==> src/rtl/uart_rx_framer.sv <==
// UART receive framer: synchronises rx_in, qualifies the start bit, samples each
// bit at mid-period on the 16x clock, checks parity and stop, and emits one-cycle pulses.
module uart_rx_framer #(
  parameter int DATA_BITS  = 8,
  parameter int PARITY_EN  = 1,
  parameter int PARITY_ODD = 0
) (
  input  logic                 Bclkx16_,
  input  logic                 rst,
  input  logic                 rx_in,
  output logic [DATA_BITS-1:0] rx_data,
  output logic                 data_valid,
  output logic                 strt_sig,
  output logic                 err
);

  typedef enum logic [2:0] {
    S_IDLE,
    S_START,
    S_DATA,
    S_PARITY,
    S_STOP,
    S_BREAK
  } state_e;

  localparam logic       PAR_ODD  = 1'(PARITY_ODD);
  localparam logic [3:0] LAST_BIT = 4'(DATA_BITS - 1);

  state_e               state, state_n;
  logic                 sync1, rx_s;
  logic [3:0]           tick, tick_n;
  logic [3:0]           bit_cnt, bit_cnt_n;
  logic                 par_acc, par_acc_n;
  logic                 par_err, par_err_n;
  logic [DATA_BITS-1:0] shreg, shreg_n;
  logic [DATA_BITS-1:0] rx_data_n;
  logic                 data_valid_n, strt_sig_n, err_n;

  always_comb begin
    // NOTE: every next-value is defaulted before the case so no path leaves one unassigned (no latches).
    state_n      = state;
    tick_n       = tick + 4'd1;
    bit_cnt_n    = bit_cnt;
    par_acc_n    = par_acc;
    par_err_n    = par_err;
    shreg_n      = shreg;
    rx_data_n    = rx_data;
    data_valid_n = 1'b0;
    strt_sig_n   = 1'b0;
    err_n        = 1'b0;

    unique case (state)
      S_IDLE: begin
        tick_n = '0;
        if (!rx_s) state_n = S_START;
      end
      S_START: begin
        // Any return to high before the centre is treated as a glitch.
        if (rx_s) begin
          state_n = S_IDLE;
        end else if (tick == 4'd7) begin
          strt_sig_n = 1'b1;
          tick_n     = '0;
          bit_cnt_n  = '0;
          par_acc_n  = 1'b0;
          par_err_n  = 1'b0;
          state_n    = S_DATA;
        end
      end
      S_DATA: begin
        if (tick == 4'd15) begin
          shreg_n   = {rx_s, shreg[DATA_BITS-1:1]};
          par_acc_n = par_acc ^ rx_s;
          bit_cnt_n = bit_cnt + 4'd1;
          if (bit_cnt == LAST_BIT) state_n = (PARITY_EN != 0) ? S_PARITY : S_STOP;
        end
      end
      S_PARITY: begin
        if (tick == 4'd15) begin
          par_err_n = par_acc ^ rx_s ^ PAR_ODD;
          state_n   = S_STOP;
        end
      end
      S_STOP: begin
        if (tick == 4'd15) begin
          rx_data_n = shreg;
          if (!rx_s) begin
            err_n   = 1'b1;
            state_n = S_BREAK;
          end else if (par_err) begin
            err_n   = 1'b1;
            state_n = S_IDLE;
          end else begin
            data_valid_n = 1'b1;
            state_n      = S_IDLE;
          end
        end
      end
      S_BREAK: begin
        // A held-low line must return high before another start is accepted.
        tick_n = '0;
        if (rx_s) state_n = S_IDLE;
      end
      default: state_n = S_IDLE;
    endcase
  end

  always_ff @(posedge Bclkx16_) begin
    // NOTE: registered state is written with non-blocking assignments so all flops update together.
    if (!rst) begin
      sync1      <= 1'b1;
      rx_s       <= 1'b1;
      state      <= S_IDLE;
      tick       <= '0;
      bit_cnt    <= '0;
      par_acc    <= 1'b0;
      par_err    <= 1'b0;
      shreg      <= '0;
      rx_data    <= '0;
      data_valid <= 1'b0;
      strt_sig   <= 1'b0;
      err        <= 1'b0;
    end else begin
      sync1      <= rx_in;
      rx_s       <= sync1;
      state      <= state_n;
      tick       <= tick_n;
      bit_cnt    <= bit_cnt_n;
      par_acc    <= par_acc_n;
      par_err    <= par_err_n;
      shreg      <= shreg_n;
      rx_data    <= rx_data_n;
      data_valid <= data_valid_n;
      strt_sig   <= strt_sig_n;
      err        <= err_n;
    end
  end

endmodule

==> config.mk <==
export PLATFORM = sky130hd
export DESIGN_NAME = uart_rx_framer
export DESIGN_NICKNAME = d
export VERILOG_FILES = /design/src/rtl/uart_rx_framer.sv
export SDC_FILE = /design/constraint.sdc
export NUM_CORES = 1
export LEC_CHECK = 0
export CAP_MARGIN = 0
export CELL_PAD_IN_SITES_DETAIL_PLACEMENT = 1
export CELL_PAD_IN_SITES_GLOBAL_PLACEMENT = 1
export CORE_ASPECT_RATIO = 0.7
export CORE_MARGIN = 4
export CORE_UTILIZATION = 30
export CTS_CLUSTER_DIAMETER = 200
export DETAILED_ROUTE_END_ITERATION = 8
export PLACE_DENSITY_LB_ADDON = 0.1
export SYNTH_ARGS = -nofsm -noshare
export SYNTH_HDL_FRONTEND = slang
export SYNTH_SLANG_ARGS = --single-unit
==> constraint.sdc <==
create_clock -name Bclkx16_ -period 2 [get_ports Bclkx16_]
set_input_delay 0.4 -clock Bclkx16_ [delete_from_list [all_inputs] [get_ports Bclkx16_]]
set_output_delay 0.4 -clock Bclkx16_ [all_outputs]
set_load 0.01 [all_outputs]
==> results of run 1 <==
[worst min path at each step]
stage,end,slack [ns],cells past startpoint
5_1_grt,rx_s$_SDFF_PN1_,0.45,1
6_report,rx_s$_SDFF_PN1_,0.43,1
3_5_place_dp,rx_s$_SDFF_PN1_,0.41,1
4_1_cts,rx_s$_SDFF_PN1_,0.43,1
3_3_place_gp,rx_s$_SDFF_PN1_,0.40,1
2_1_floorplan,rx_s$_SDFF_PN1_,0.39,1
[synthesized netlist by cell type (all sizes together) (3+ instances only)]
cell    number  area share [%]
a21boi      17             8.2
a21oi        3            0.97
and3         3             1.2
buf          4             1.2
clkbuf       7             1.7
dfxtp       34              44
inv          4            0.97
nand2       31             7.5
nand2b       3             1.2
nand3       12             3.9
nand3b       3             1.5
nor2         8             1.9
nor2b        5             2.0
nor3b        3             1.5
o21ai        3            0.97
o31ai        3             1.5
xnor2        3             1.7
[cell type report]
type                            instances  area, µm²  area share [%]
Timing Repair Buffer                   28        243            12.6
Inverter                                4       15.0           0.778
Sequential cell                        34        681            35.3
Clock buffer                            7       86.3            4.47
Tap cell                               69       86.3            4.47
Multi-Input combinational cell        124        813            42.2
Clock inverter                          1       5.00           0.259
[metrics by stage]
step,instances,hold slack (ns),setup slack (ns),cell area (µm²)
after floorplan,173,0.386,0.379,1550
after global placement,259,0.403,0.176,1830
after detailed placement,259,0.412,0.170,1830
after CTS,267,0.428,0.147,1920
after global routing,267,0.454,0.0814,1930
final,267,0.427,0.193,1930
[cell families (layout without fill, tap and decap cells)]
family | count (synthesis) | in the layout | synth area share, %
AND/OR/NAND/NOR | 76 | 76 | 25.2
AO/OA/AOI/OAI | 41 | 41 | 22.5
flip-flops | 34 | 34 | 43.9
buffers and inverters | 15 | 40 | 3.88
XOR/XNOR | 4 | 4 | 2.26
adder cells (fa/ha/maj) | 2 | 2 | 1.62
multiplexers | 1 | 1 | 0.646
[where the power goes]
| group | internal [mW] | switching (mW) |
|---|---|---|
| Clock | 0.278 | 0.254 |
| Combinational | 0.123 | 0.117 |
| Sequential | 0.704 | 0.0452 |
| Total | 1.11 | 0.417 |
[worst max-delay path, stage by stage (launching register included)]
cell and delay, ns:
dfxtp_1 0.32, ha_1 0.26, and3_1 0.30, buf_4 0.19, and2_1 0.17, a222oi_1 0.35
nor2b_1 0.09
[registers in the layout, indices dropped and copies added (netlist names)]
register / cells
rx_data: 8
shreg: 8
bit_cnt: 4
tick: 4
state: 3
data_valid: 1
err: 1
par_acc: 1
par_err: 1
rx_s: 1
strt_sig: 1
sync1: 1
[routing by layer]
metal | up-vias | global-route usage, % | wire length, µm
met1 | 617 | 18.1 | 2100
li1 | 654 | - | -
met2 | 17 | 19.6 | 1530
met3 | 9 | 3.74 | 129
met4 | 0 | 5.95 | 66
met5 | - | 0 | 0
[timing repair]
action / CTS / global route
resized for setup: 0 / 1
hold endpoints to repair: 0 / 0
endpoints found under the setup margin: 0 / 1
==> metrics.cfg, run 1 <==
[placement]
dp_hpwl_um=2930
place_congestion=0.784
portBuffers=13

[cells_and_area]
mostFrequentLayoutCell=dfxtp_1
drive_above_1_share_pct=13.6
diodes=0
fill_cells=586
final_util_pct=39.5
syn2layout_area_growth_pct=24.6
final_cell_mix=dfxtp_1 (34), nand2_1 (31), a21boi_0 (16), buf_4 (15), clkdlybuf4s50_1 (13)
layout.nets=202

[sta]
timing.final.crit_period_ns=1.81
drv_slew=0
setup_tns_ns=0
final-setup-viol-count=0
fmax_mhz=553
fin_skew_ns=0.00878
rsz0062_at_grt=false
period_share_pct=90.4
worst_pin_slew_ns=0.489
relSlewSlack_pct=67.1
report.final.hold_viol_count=0

[route]
ant_nets=0
vias=1297
wirelength_um=3820
firstDrtPassIters=4
drc=0
drt_iter0_drc=36
avgViaCountPerCell=4.86
wire_per_inst_um=14.3

[floorplan]
die_h_um=68.1
placementRows=21
pin_count=14
die_w_um=93.9
core_mm2=0.00489
initial_utilization_pct=31.7
die_area_mm2=0.00640

[logic_synthesis]
syn_area_mm2=0.00155
yosys_warnings=0
syn_nets=178
synthArstFlopShare_pct=0
avgSynthCellArea_um2=8.95
synth_edf_count=0
ys_types=41
synthFlopType=dfxtp_1
seq_area_frac_synth_pct=43.9
syn_inst=173
ys_seq_elements=34

[hold_path]
hp-start=sync1$_SDFF_PN1_
hp-class=flip-flop to flip-flop

[cts]
clock_sinks=34
cts_buffer_depth=2
hold_buffers=0
path_clk_slew_ns=0.07
cts_tree=built
worstSkewPairLatency_ns=0.29
cts_buffers=5
htree_levels=2
clockRootBuffer=clkbuf_8
postCtsSetupBuffers=0

[global_route]
grt_pass1_vias=1341
grt_pass1_wl_um=6400
grt_max_degree=17
antenna_found_initial=0
grt_overflow=0
grt.total_usage_pct=13.3

[pwr]
powerDensity_mw_per_mm2=789
leakage_nw=0.704
power_mw=1.52
ir_drop_uv=213

[critical_path]
timing.rr.start=tick[0]$_SDFF_PN0_
endpoint_kind=flip-flop
path_max_fanout=7
crit_start=tick[0]$_SDFF_PN0_
worstPathRequired_ns=2.17
timing.setup.critical_path_class=flip-flop to flip-flop
endpoint=par_err$_SDFFE_PN0P_
cp.arrival_ns=1.98
start_kind=flip-flop
reg2reg_depth=6
reg2reg_to=par_err$_SDFFE_PN0P_
reg2reg_slack_ns=0.19

[flow_run]
maxCapViolations=0

[status]
outcome=finished clean

Note: power is estimated with default switching activity, not from simulation.
==> run 2: changes to the inputs <==
--- a/config.mk
+++ b/config.mk
@@ -13,7 +13,9 @@
 export CORE_UTILIZATION = 30
 export CTS_CLUSTER_DIAMETER = 200
 export DETAILED_ROUTE_END_ITERATION = 8
+export MAX_ROUTING_LAYER = met4
 export PLACE_DENSITY_LB_ADDON = 0.1
+export SLEW_MARGIN = 20
 export SYNTH_ARGS = -nofsm -noshare
 export SYNTH_HDL_FRONTEND = slang
 export SYNTH_SLANG_ARGS = --single-unit
==> run 2 against run 1 <==
Compared with the run above: highest routed layer unchanged; largest power group unchanged; largest cell class unchanged; critical path depth down 2; sequential power hardly changed; non-clock buffer count stayed put; critical path type unchanged.
==> metrics.cfg, run 2 (synthesis gave the netlist of run 1 again) <==
[global_route]
grt_max_degree=17  ; unchanged
grt_overflow=0  ; unchanged
grt_pass1_wl_um=6400  ; unchanged
grt.total_usage_pct=13.7  ; +0.39 points
grt_pass1_vias=1341  ; unchanged
antenna_found_initial=0  ; unchanged

[pwr]
powerDensity_mw_per_mm2=789  ; about the same
p_sw_share_pct=27.4  ; about the same
clock_power_share_pct=34.9  ; about the same
intPower_mw=1.11  ; unchanged
power_mw=1.52  ; about the same
power_frac_comb_pct=15.8  ; about the same
switchingPower_mw=0.416  ; about the same
ir_drop_uv=213  ; about the same
power.share.sequential_pct=49.3  ; about the same
leakage_nw=0.704  ; unchanged

[critical_path]
endpoint_kind=flip-flop
reg2reg_to=bit_cnt[3]$_SDFFE_PN0P_
timing.setup.critical_path_class=flip-flop to flip-flop
reg2reg_depth=4  ; -2
path_max_fanout=11  ; +4
endpoint=bit_cnt[3]$_SDFFE_PN0P_
worstPathRequired_ns=2.16  ; about the same
reg2reg_slack_ns=0.19  ; about the same
timing.rr.start=state[0]$_SDFFE_PN0P_
crit_start=state[0]$_SDFFE_PN0P_
cp.arrival_ns=1.97  ; about the same
start_kind=flip-flop

[cells_and_area]
reg.largest.list=rx_data x8, shreg x8
multi_input_area_um2=813  ; unchanged
mostFrequentLayoutCell=dfxtp_1
drive_above_1_share_pct=13.6  ; unchanged
diodes=0  ; unchanged
fill_cells=586  ; unchanged
fin_area_mm2=0.00193  ; unchanged
final_cell_mix=dfxtp_1 (34), nand2_1 (31), a21boi_0 (16), buf_4 (15), clkdlybuf4s50_1 (13)
syn2layout_area_growth_pct=24.6  ; unchanged
register_area_um2=681  ; unchanged
layout.nets=202  ; unchanged

[sta]
fmax_mhz=554  ; about the same
timing.final.crit_period_ns=1.81  ; -0.000843 ns
rsz0062_at_grt=false
setup_tns_ns=0  ; unchanged
fin_skew_ns=0.00869  ; -0.0000918 ns
period_share_pct=90.3  ; about the same
drv_slew=0  ; unchanged
worst_pin_slew_ns=0.489  ; unchanged
final-setup-viol-count=0  ; unchanged
report.final.hold_viol_count=0  ; unchanged
relSlewSlack_pct=67.1  ; unchanged

[floorplan]
core_mm2=0.00489  ; unchanged
die_area_mm2=0.00640  ; unchanged
die_w_um=93.9  ; unchanged
die_h_um=68.1  ; unchanged
initial_utilization_pct=31.7  ; unchanged
placementRows=21  ; unchanged
pin_count=14  ; unchanged

[cts]
htree_levels=2  ; unchanged
postCtsSetupBuffers=0  ; unchanged
path_clk_slew_ns=0.07  ; about the same
clock_sinks=34  ; unchanged
hold_buffers=0  ; unchanged
cts_buffers=5  ; unchanged
worstSkewPairLatency_ns=0.29  ; about the same
cts_tree=built
cts_buffer_depth=2  ; unchanged
clockRootBuffer=clkbuf_8

[route]
vias=1297  ; unchanged
drt_iter0_drc=38  ; +5.6%
avgViaCountPerCell=4.86  ; unchanged
drc=0  ; unchanged
ant_nets=0  ; unchanged
wire_per_inst_um=14.3  ; about the same
firstDrtPassIters=4  ; unchanged
wirelength_um=3820  ; about the same

[hold_path]
hp-class=flip-flop to flip-flop

[status]
outcome=finished clean

[placement]
portBuffers=13  ; unchanged
dp_hpwl_um=2930  ; unchanged
placed_cell_area_mm2=0.00183  ; unchanged
place_congestion=0.795  ; +1.4%

[flow_run]
maxCapViolations=0  ; unchanged

==> run 2: worst min-delay path by stage <==
stage	start	to	slack [ns]	cells past startpoint
after floorplan	sync1$_SDFF_PN1_	rx_s$_SDFF_PN1_	0.39	1
after global placement	sync1$_SDFF_PN1_	rx_s$_SDFF_PN1_	0.40	1
after detailed placement	sync1$_SDFF_PN1_	rx_s$_SDFF_PN1_	0.41	1
after CTS	sync1$_SDFF_PN1_	rx_s$_SDFF_PN1_	0.43	1
after global routing	sync1$_SDFF_PN1_	rx_s$_SDFF_PN1_	0.45	1
final	sync1$_SDFF_PN1_	rx_s$_SDFF_PN1_	0.43	1
==> run 2: metrics by stage <==
stage | utilization (%) | hold slack (ns) | std cells | setup WS [ns]
after detailed placement | 37.5 | 0.412 | 259 | 0.170
final | 39.5 | 0.427 | 267 | 0.194
after global routing | 39.5 | 0.454 | 267 | 0.0814
after CTS | 39.4 | 0.428 | 267 | 0.147
after floorplan | - | 0.386 | 173 | 0.379
after global placement | 37.5 | 0.403 | 259 | 0.176
==> run 2: final cells by class <==
class | instances | share of cell area, %
Clock inverter | 1 | 0.259
Timing Repair Buffer | 28 | 12.6
Multi-Input combinational cell | 124 | 42.2
Clock buffer | 7 | 4.47
Inverter | 4 | 0.778
Sequential cell | 34 | 35.3
Tap cell | 69 | 4.47
==> run 2: critical path: stages (launching register included) <==
cell and delay, ns:
dfxtp_1 0.51, or4b_4 0.56, a2111oi_4 0.39, xnor2_1 0.16, nor2_1 0.05
==> run 2: metal layers <==
| metal | GRT usage (%) | vias to the layer above | share of wire (%) |
|---|---|---|---|
| met5 | - | - | 0 |
| met1 | 18.1 | 616 | 55 |
| met3 | 3.74 | 9 | 3.4 |
| met2 | 19.6 | 17 | 40 |
| li1 | - | 655 | - |
| met4 | 5.95 | 0 | 1.7 |
==> run 2: timing repair <==
item                                    in CTS  in global routing
gates resized for setup                      0                  1
endpoints found under the setup margin       0                  1
endpoints found under the hold margin        0                  0
==> run 2: power by group through the flow <==
stage                     clock network (mW)  logic (mW)  registers [mW]
after floorplan                            0       0.178           0.739
after global placement                     0       0.233           0.760
after detailed placement                   0       0.240           0.763
after CTS                              0.546       0.241           0.747
after global routing                   0.577       0.262           0.755
final                                  0.532       0.240           0.749
==> run 3: changes to the inputs <==
--- a/config.mk
+++ b/config.mk
@@ -9,12 +9,12 @@
 export CELL_PAD_IN_SITES_DETAIL_PLACEMENT = 1
 export CELL_PAD_IN_SITES_GLOBAL_PLACEMENT = 1
 export CORE_ASPECT_RATIO = 0.7
-export CORE_MARGIN = 4
 export CORE_UTILIZATION = 30
 export CTS_CLUSTER_DIAMETER = 200
 export DETAILED_ROUTE_END_ITERATION = 8
 export MAX_ROUTING_LAYER = met4
 export PLACE_DENSITY_LB_ADDON = 0.1
+export REMOVE_ABC_BUFFERS = 1
 export SLEW_MARGIN = 20
 export SYNTH_ARGS = -nofsm -noshare
 export SYNTH_HDL_FRONTEND = slang
==> run 3 against run 2 <==
Compared with the run above: sequential power down 1%; final cell count decreased by 0.75%; register-to-register slack got worse by 0.05 ns; first-iteration DRC count is 74% higher; non-clock buffer count shrank 2; die area down 15%; combinational power up 6%; critical path depth is the same; largest cell class unchanged; largest power group unchanged; highest routed layer unchanged.
==> metrics.cfg, run 3 (synthesis gave the netlist of run 1 again) <==
[sta]
final-setup-viol-count=0  ; unchanged
fmax_mhz=538  ; -2.9%
period_share_pct=93.0  ; +2.7 points
fin_skew_ns=0.00507  ; -0.00363 ns
relSlewSlack_pct=70.0  ; +2.9 points
worst_pin_slew_ns=0.446  ; -0.0434 ns
report.final.hold_viol_count=0  ; unchanged
drv_slew=0  ; unchanged
rsz0062_at_grt=false
timing.final.crit_period_ns=1.86  ; +0.0538 ns
whs_ns=0.419  ; -0.00824 ns

[cts]
htree_levels=2  ; unchanged
clock_sinks=34  ; unchanged
cts_buffer_depth=2  ; unchanged
cts_resized=0  ; unchanged
worstSkewPairLatency_ns=0.28  ; about the same
postCtsSetupBuffers=0  ; unchanged
hold_buffers=0  ; unchanged
path_clk_slew_ns=0.07  ; about the same
cts_buffers=5  ; unchanged
clockRootBuffer=clkbuf_8
cts_tree=built

[cells_and_area]
fill_cells=567  ; -3.2%
layout.nets=200  ; -0.99%
mostFrequentLayoutCell=dfxtp_1
final_cell_mix=dfxtp_1 (34), nand2_1 (31), a21boi_0 (16), clkdlybuf4s50_1 (13)
fin_area_mm2=0.00193  ; -0.19%
diodes=0  ; unchanged
reg.largest.list=rx_data x8, shreg x8
syn2layout_area_growth_pct=24.3
drive_above_1_share_pct=12.8  ; -0.88 points

[global_route]
grt_pass1_wl_um=6470  ; +0.97%
grt_pass1_vias=1336  ; -0.37%
antenna_found_initial=0  ; unchanged
grt_max_degree=30  ; +13
grt_overflow=0  ; unchanged
grt.total_usage_pct=15.7  ; +2.0 points

[critical_path]
cp.arrival_ns=2.04  ; +0.07 ns
endpoint_kind=flip-flop
timing.setup.critical_path_class=flip-flop to flip-flop
start_kind=flip-flop
worstPathRequired_ns=2.18  ; +0.02 ns
reg2reg_depth=4  ; unchanged
path_max_fanout=7  ; -4

[pwr]
clock_power_share_pct=35.1  ; +0.2 points
powerDensity_mw_per_mm2=794  ; +0.69%
intPower_mw=1.10  ; -0.11%
power_frac_comb_pct=16.6  ; +0.8 points
switchingPower_mw=0.425  ; +2.1%
power.share.sequential_pct=48.3  ; -1.0 points
leakage_nw=0.698  ; -0.83%
p_sw_share_pct=27.8  ; +0.43 points
ir_drop_uv=267  ; +25%

[hold_path]
hp-class=flip-flop to flip-flop
worstHoldPathCells=1  ; unchanged

[placement]
dp_hpwl_um=2650  ; -9.5%
placed_cell_area_mm2=0.00183  ; -0.14%
place_congestion=0.820  ; +3.1%
portBuffers=13  ; unchanged

[route]
drc=0  ; unchanged
drt_iter0_drc=66  ; +74%
ant_nets=0  ; unchanged
vias=1299  ; +0.15%
avgViaCountPerCell=4.90  ; +0.91%
firstDrtPassIters=5  ; +1
wire_per_inst_um=13.8  ; -3.7%
wirelength_um=3650  ; -4.4%

[floorplan]
placementRows=21  ; unchanged
die_area_mm2=0.00546  ; -15%
initial_utilization_pct=31.9  ; +0.17 points
core_mm2=0.00486  ; -0.54%
die_w_um=87.9  ; -6.4%
pin_count=14  ; unchanged
die_h_um=62.1  ; -8.8%

[flow_run]
maxCapViolations=0  ; unchanged

[status]
outcome=finished clean

[run 3: metrics by stage]
stage	total power [mW]	setup TNS [ns]	std cells	utilization, %	worst slack [ns]
finish	1.53	0	265	39.6	0.140
global route	1.60	0	265	39.6	0.0938
CTS	1.55	0	265	39.6	0.175
detailed placement	1.00	0	257	37.7	0.198
global placement	0.996	0	257	37.7	0.266
floorplan	0.901	-0.0808	162	-	-0.0521
[run 3: critical path: stages, from the launching register on]
cell	delay, ns
dfxtp_1	0.37
or4b_4	0.60
a211oi_1	0.45
o211ai_1	0.15
and3_1	0.18
[run 3: worst paths after layout]
check | from | endpoint | slack, ns
setup reg to reg | rx_s$_SDFF_PN1_ | par_acc$_SDFFE_PN0P_ | 0.14
hold reg to reg | sync1$_SDFF_PN1_ | rx_s$_SDFF_PN1_ | 0.42
hold / removal | sync1$_SDFF_PN1_ | rx_s$_SDFF_PN1_ | 0.42
setup / recovery | rx_s$_SDFF_PN1_ | par_acc$_SDFFE_PN0P_ | 0.14
[run 3: metal layers]
| metal | wire length, µm | GRT usage (%) | up-vias |
|---|---|---|---|
| met5 | 0 | - | - |
| met4 | 18 | 3.07 | 0 |
| met3 | 136 | 3.99 | 2 |
| met2 | 1570 | 23.4 | 20 |
| met1 | 1930 | 21.3 | 629 |
| li1 | - | - | 648 |
[run 3: layout make-up]
cell class                 instances  area, µm²  share of cell area (%)
multi-input combinational        124        808                    42.0
inverter                           4       15.0                   0.780
tap                               69       86.3                    4.48
sequential                        34        681                    35.3
timing repair buffer              26        240                    12.5
clock inverter                     2       12.5                   0.650
clock buffer                       6       82.6                    4.29
[run 3: power by group through the flow]
stage	Sequential (mW)	Combinational [mW]	Clock, mW
floorplan	0.764	0.137	0
global placement	0.750	0.246	0
detailed placement	0.754	0.249	0
CTS	0.738	0.250	0.560
global route	0.743	0.275	0.586
finish	0.738	0.254	0.536
